File: src/rtl/time_set_ctrl_pkg.sv
`default_nettype none
// ============================================================================
// Module : time_set_ctrl_pkg
// Brief  : Mode encoding shared by the clock setting controller, blinker and
//          time counters.
// Rev    : 1.0  initial release
// ============================================================================
package time_set_ctrl_pkg;

    typedef enum logic [1:0] {
        MODE_RUN     = 2'd0,
        MODE_SET_HR  = 2'd1,
        MODE_SET_MIN = 2'd2
    } mode_t;

    // Successor of a mode on a MODE key press.
    function automatic mode_t next_mode(input mode_t m);
        mode_t r;
        case (m)
            MODE_RUN:    r = MODE_SET_HR;
            MODE_SET_HR: r = MODE_SET_MIN;
            default:     r = MODE_RUN;
        endcase
        return r;
    endfunction

endpackage
`default_nettype wire

File: src/rtl/time_set_ctrl_key_edge.sv
`default_nettype none
// ============================================================================
// Module : key_edge
// Brief  : Rising-edge detector on a debounced key level; history resets to 1
//          so a key held through reset produces no edge.
// Rev    : 1.0  initial release
// ============================================================================
module key_edge (
    input  logic clk,
    input  logic rst,
    input  logic level_in,
    output logic rise_out
);

    logic r_hist;

    always_ff @(posedge clk or posedge rst) begin
        if (rst) begin
            r_hist <= 1'b1;
        end else begin
            r_hist <= level_in;
        end
    end

    // Combinational so the registered consumer answers in the next cycle.
    assign rise_out = level_in & ~r_hist;

endmodule
`default_nettype wire

File: src/rtl/time_set_ctrl.sv
`default_nettype none
// ============================================================================
// Module : time_set_ctrl
// Brief  : Clock setting-mode sequencer with hour/minute increment strobes,
//          press-and-hold auto-repeat and idle timeout back to RUN.
// Rev    : 1.0  initial release
// ============================================================================
module time_set_ctrl
    import time_set_ctrl_pkg::*;
#(
    parameter int unsigned CNT_W          = 29,
    parameter int unsigned HOLD_CYCLES    = 50_000_000,
    parameter int unsigned REPEAT_CYCLES  = 10_000_000,
    parameter int unsigned TIMEOUT_CYCLES = 500_000_000
) (
    input  logic       clk,
    input  logic       rst,
    input  logic       key_mode_in,
    input  logic       key_inc_in,
    output logic [1:0] mode,
    output logic       run_en,
    output logic       inc_hr,
    output logic       inc_min,
    output logic       sec_clr
);

    localparam logic [CNT_W-1:0] c_HOLD_LAST    = CNT_W'(HOLD_CYCLES - 1);
    localparam logic [CNT_W-1:0] c_REPEAT_LAST  = CNT_W'(REPEAT_CYCLES - 1);
    localparam logic [CNT_W-1:0] c_TIMEOUT_LAST = CNT_W'(TIMEOUT_CYCLES - 1);

    logic w_mode_rise;
    logic w_inc_rise;

    key_edge u_mode_edge (
        .clk      (clk),
        .rst      (rst),
        .level_in (key_mode_in),
        .rise_out (w_mode_rise)
    );

    key_edge u_inc_edge (
        .clk      (clk),
        .rst      (rst),
        .level_in (key_inc_in),
        .rise_out (w_inc_rise)
    );

    mode_t            r_mode,    w_nxt_mode;
    logic [CNT_W-1:0] r_hold,    w_nxt_hold;
    logic [CNT_W-1:0] r_to,      w_nxt_to;
    logic             r_armed,   w_nxt_armed;   // INC press accepted and still held
    logic             r_rep,     w_nxt_rep;     // first repeat already issued
    logic             r_inc_hr,  w_nxt_inc_hr;
    logic             r_inc_min, w_nxt_inc_min;
    logic             r_sec_clr, w_nxt_sec_clr;
    logic             w_strobe;
    logic             w_repeat_due;

    always_ff @(posedge clk or posedge rst) begin
        if (rst) begin
            r_mode    <= MODE_RUN;
            r_hold    <= '0;
            r_to      <= '0;
            r_armed   <= 1'b0;
            r_rep     <= 1'b0;
            r_inc_hr  <= 1'b0;
            r_inc_min <= 1'b0;
            r_sec_clr <= 1'b0;
        end else begin
            r_mode    <= w_nxt_mode;
            r_hold    <= w_nxt_hold;
            r_to      <= w_nxt_to;
            r_armed   <= w_nxt_armed;
            r_rep     <= w_nxt_rep;
            r_inc_hr  <= w_nxt_inc_hr;
            r_inc_min <= w_nxt_inc_min;
            r_sec_clr <= w_nxt_sec_clr;
        end
    end

    always_comb begin
        w_nxt_mode    = r_mode;
        w_nxt_hold    = r_hold;
        w_nxt_to      = r_to;
        w_nxt_armed   = r_armed;
        w_nxt_rep     = r_rep;
        w_nxt_sec_clr = 1'b0;
        w_strobe      = 1'b0;
        w_repeat_due  = r_armed & key_inc_in &
                        (r_rep ? (r_hold == c_REPEAT_LAST) : (r_hold == c_HOLD_LAST));

        if (r_mode == MODE_RUN) begin
            w_nxt_hold  = '0;
            w_nxt_to    = '0;
            w_nxt_armed = 1'b0;
            w_nxt_rep   = 1'b0;
            if (w_mode_rise) begin
                w_nxt_mode = MODE_SET_HR;
            end
        end else if (w_mode_rise) begin
            // MODE has priority over INC and timeout; a held INC must be re-pressed.
            w_nxt_mode    = next_mode(r_mode);
            w_nxt_sec_clr = (r_mode == MODE_SET_MIN);
            w_nxt_hold    = '0;
            w_nxt_to      = '0;
            w_nxt_armed   = 1'b0;
            w_nxt_rep     = 1'b0;
        end else if (w_inc_rise) begin
            w_strobe    = 1'b1;
            w_nxt_hold  = '0;
            w_nxt_to    = '0;
            w_nxt_armed = 1'b1;
            w_nxt_rep   = 1'b0;
        end else if (w_repeat_due) begin
            w_strobe   = 1'b1;
            w_nxt_hold = '0;
            w_nxt_to   = '0;
            w_nxt_rep  = 1'b1;
        end else if (r_to == c_TIMEOUT_LAST) begin
            w_nxt_mode  = MODE_RUN;
            w_nxt_hold  = '0;
            w_nxt_to    = '0;
            w_nxt_armed = 1'b0;
            w_nxt_rep   = 1'b0;
        end else begin
            w_nxt_to = r_to + CNT_W'(1);
            if (r_armed && key_inc_in) begin
                w_nxt_hold = r_hold + CNT_W'(1);
            end else begin
                w_nxt_hold  = '0;
                w_nxt_armed = 1'b0;
                w_nxt_rep   = 1'b0;
            end
        end

        w_nxt_inc_hr  = w_strobe & (r_mode == MODE_SET_HR);
        w_nxt_inc_min = w_strobe & (r_mode == MODE_SET_MIN);
    end

    assign mode    = r_mode;
    assign run_en  = (r_mode == MODE_RUN);
    assign inc_hr  = r_inc_hr;
    assign inc_min = r_inc_min;
    assign sec_clr = r_sec_clr;

endmodule
`default_nettype wire

File: config.mk
export PLATFORM = sky130hd
export DESIGN_NAME = time_set_ctrl
export DESIGN_NICKNAME = d
export VERILOG_FILES = /design/src/rtl/time_set_ctrl_pkg.sv /design/src/rtl/time_set_ctrl_key_edge.sv /design/src/rtl/time_set_ctrl.sv
export SDC_FILE = /design/constraint.sdc
export NUM_CORES = 1
export LEC_CHECK = 0
export CAP_MARGIN = 10
export CORE_UTILIZATION = 45
export DETAILED_ROUTE_END_ITERATION = 7
export GPL_ROUTABILITY_DRIVEN = 0
export SKIP_CTS_REPAIR_TIMING = 1
export SLEW_MARGIN = 5
export SYNTH_ARGS = -nofsm -noshare
export SYNTH_HDL_FRONTEND = slang
export SYNTH_SLANG_ARGS = --single-unit
File: constraint.sdc
create_clock -name clk -period 2.02 [get_ports clk]
set_input_delay 0.303 -clock clk [delete_from_list [all_inputs] [get_ports clk]]
set_output_delay 0.303 -clock clk [all_outputs]
set_load 0.05 [all_outputs]
==> run metrics <==
outcome finished, violations left; failing checks setup timing; Cell Int Power 0.002090 W; Synth async-reset ratio 100.0%; largest family of logic cells by synthesized area simple AND/OR/NAND/NOR gates; critical path fanouts, max 27; Post-Synth Adder-Cell Area less than 1%; input/output buffers 9; final net count 413; period utilization 102.3%; reg2reg end r_to[12]; net switching power 0.0007722 W; 1st-pass router iterations 6; Synthesis Warnings 0; die height roughly 89 um; Crit path arrival time about 2.3 ns; Worst Setup Start Kind register; CP Launch Point r_hold[21]; GRT Util Overall approximately a fifth; clock skew 0.01173 ns; Post-Synth Simple-Gate Area about 30%; initial antenna violation count 0; vias in the first global route roughly 2400; Crit Path Category reg2reg; Setup crit end kind register; io pins 10; top_reg_cell synth dfrtp_1; Reg2Reg Setup Slack -0.05 ns; final worst slack -0.04546 ns; final worst path period need a little over 2 ns; Worst VDD drop 0.0003661 V; Tot Pwr around 0.0029 W; mux cell area share after synthesis 0%; post-DP HPWL ~4700 um; max-cap check violation count 0; sum of negative setup slack -1.147 ns; Initial DRC Count 108; first-pass GRT wire length about 11000 um; achievable frequency slightly below 500 MHz; Starting Density a little under half; antenna cell count 0; die width 88.82 um; Sw Share approximately 27%; cells on worst reg2reg path 6; core area around 7300 um2; worst r2r src r_hold[21]; Overflow after GRT 0; Hold Path Class in2async; vias between 2000 and 3000; worst-margin pin slew 0.4909 ns; Cells after Synth between 300 and 400; post-route ant nets 0; Finish-stage setup viols 55; pin count of the biggest net entering global routing just under 70; leak pwr between 1.5 and 2 nW; final hold violation count 0; layout cells sized above 1 22.33%; combinational power share ~14%; WL/cell around 13 um; PD cells 676.4 nW/um2; EDFF count, synth 0; Clock transition at path regs roughly 0.070 ns; CTS tree yes; final slew viol count 0; Critical Path RT approximately 2.2 ns; Synth top area share between 40% and 50%; WL final 6677 um; distinct cell type count after synthesis 44; Cell Area, Synth between 3000 and 4000 um2; die area 7889 um2; main area contributors after synthesis dfrtp_1 48%, xor2_1 8.5%, nor2_1 7.4%, xnor2_1 5.2%, nand3_1 4.4%; CTS root buffer clkbuf_8; Syn Area/Cell 9.918 um2; CTS Sinks 67; post-place setup slack -0.2088 ns; vias per cell 5.020; biggest area consumer among synthesized cells dfrtp_1; Synth Area in XOR/XNOR a little over an eighth; # rows 31; Layout area overhead 24.75%; CTS buffer count 9; post-synth net total between 300 and 400; CTS H-tree depth 3; crit path capture r_to[12]; #FFs+latches synth 67; RSZ-0062 raised after global routing yes; Worst-Skew Late Latency between 0.3 and 0.4 ns; Synth Area in Compound Gates slightly above 3%; sequential power share between 40% and 50%; Max transition margin 67.17%; Clock Power Share a little over a third; filler cell count slightly below 700; most frequent cells in the layout 65 x nor2_1, 65 x dfrtp_1, 50 x buf_4; DRC 0; post-synthesis sequential area ratio between 40% and 50%; CTS Buffer Depth 2
==> area by class of cell <==
class | count | area, um2 | area share, %
clock buffer | 13 | 138.9 | 3.282
sequential | 67 | 1679 | 39.68
clock inverter | 3 | 40.04 | 0.9462
multi-input combinational | 259 | 1677 | 39.62
timing repair buffer | 63 | 546.8 | 12.92
tap | 99 | 123.9 | 2.927
inverter | 7 | 26.28 | 0.6209
==> state kept, by name, summed over array words and instances, names as in the netlist <==
register / cells
u_inc_edge.r_hist: 1
u_mode_edge.r_hist: 1
r_rep: 1
mode: 2
r_hold: 29
inc_hr: 1
r_armed: 1
inc_min: 1
r_to: 29
sec_clr: 1
==> layer usage <==
layer / track usage, % / up-vias / wire length, um
met5: 0 / - / 0
met4: 7.038 / 0 / 97
met3: 5.037 / 8 / 208
met2: 29.16 / 25 / 3087
met1: 25.99 / 1217 / 3284
li1: - / 1315 / -
==> worst min-delay path by stage <==
| stage | start | to | slack, ns | cells after the start |
|---|---|---|---|---|
| after floorplan | key_inc_in | u_inc_edge.r_hist | 0.31 | 0 |
| after global placement | r_to[0] | r_to[0] | 0.48 | 1 |
| after detailed placement | r_to[0] | r_to[0] | 0.48 | 1 |
| after CTS | rst | r_to[0] | 0.37 | 3 |
| after global routing | rst | inc_min | 0.37 | 3 |
| final | rst | r_hold[21] | 0.34 | 3 |
==> logic make-up (layout without fill, tap and decap cells) <==
| group | count (synthesis) | after routing |
|---|---|---|
| AND/OR/NAND/NOR | 194 | 194 |
| AO/OA/AOI/OAI | 10 | 10 |
| adder cells (fa/ha/maj) | 2 | 2 |
| buffers and inverters | 16 | 86 |
| flip-flops | 67 | 67 |
| XOR/XNOR | 53 | 53 |
==> worst max-delay path: stages (launching register included) <==
cell       delay [ns]
dfrtp_1          0.39
or4b_4           0.56
a2111oi_4        0.35
o2111ai_4        0.23
nand3_2          0.15
buf_12           0.18
nor2_1           0.07
==> power groups by stage <==
stage	clock (W)	sequential, W	combinational (W)
finish	0.00104	0.00142	0.000402
global route	0.00114	0.00142	0.000439
CTS	0.00108	0.00142	0.000406
detailed placement	0	0.00144	0.000405
global placement	0	0.00144	0.000404
floorplan	0	0.00150	0.000209
==> cells in the mapped netlist, types with 2 or more instances <==
library cell and number:
a21oi_1 2, a31o_1 2, and2_1 2, and3_1 11, and4_1 3, buf_6 4
clkbuf_1 4, dfrtp_1 65, dfstp_2 2, ha_1 2, inv_1 7, nand2_1 19
nand2b_1 4, nand3_1 30, nand4_1 16, nand4b_1 3, nor2_1 67, nor3_1 11
nor4_1 8, or2_2 2, or3_1 2, or4_1 3, xnor2_1 20, xor2_1 33
==> per-stage QoR <==
stage | std cells | utilization [%] | hold slack (ns) | area [um2]
3_5_place_dp | 494 | 55.24 | 0.4850 | 4006
3_3_place_gp | 494 | 55.24 | 0.4779 | 4006
6_report | 511 | 58.34 | 0.3376 | 4232
5_1_grt | 511 | 58.34 | 0.3697 | 4232
2_1_floorplan | 342 | - | 0.3075 | 3418
4_1_cts | 510 | 57.70 | 0.3730 | 4185
(Power assumes the default switching activity.)
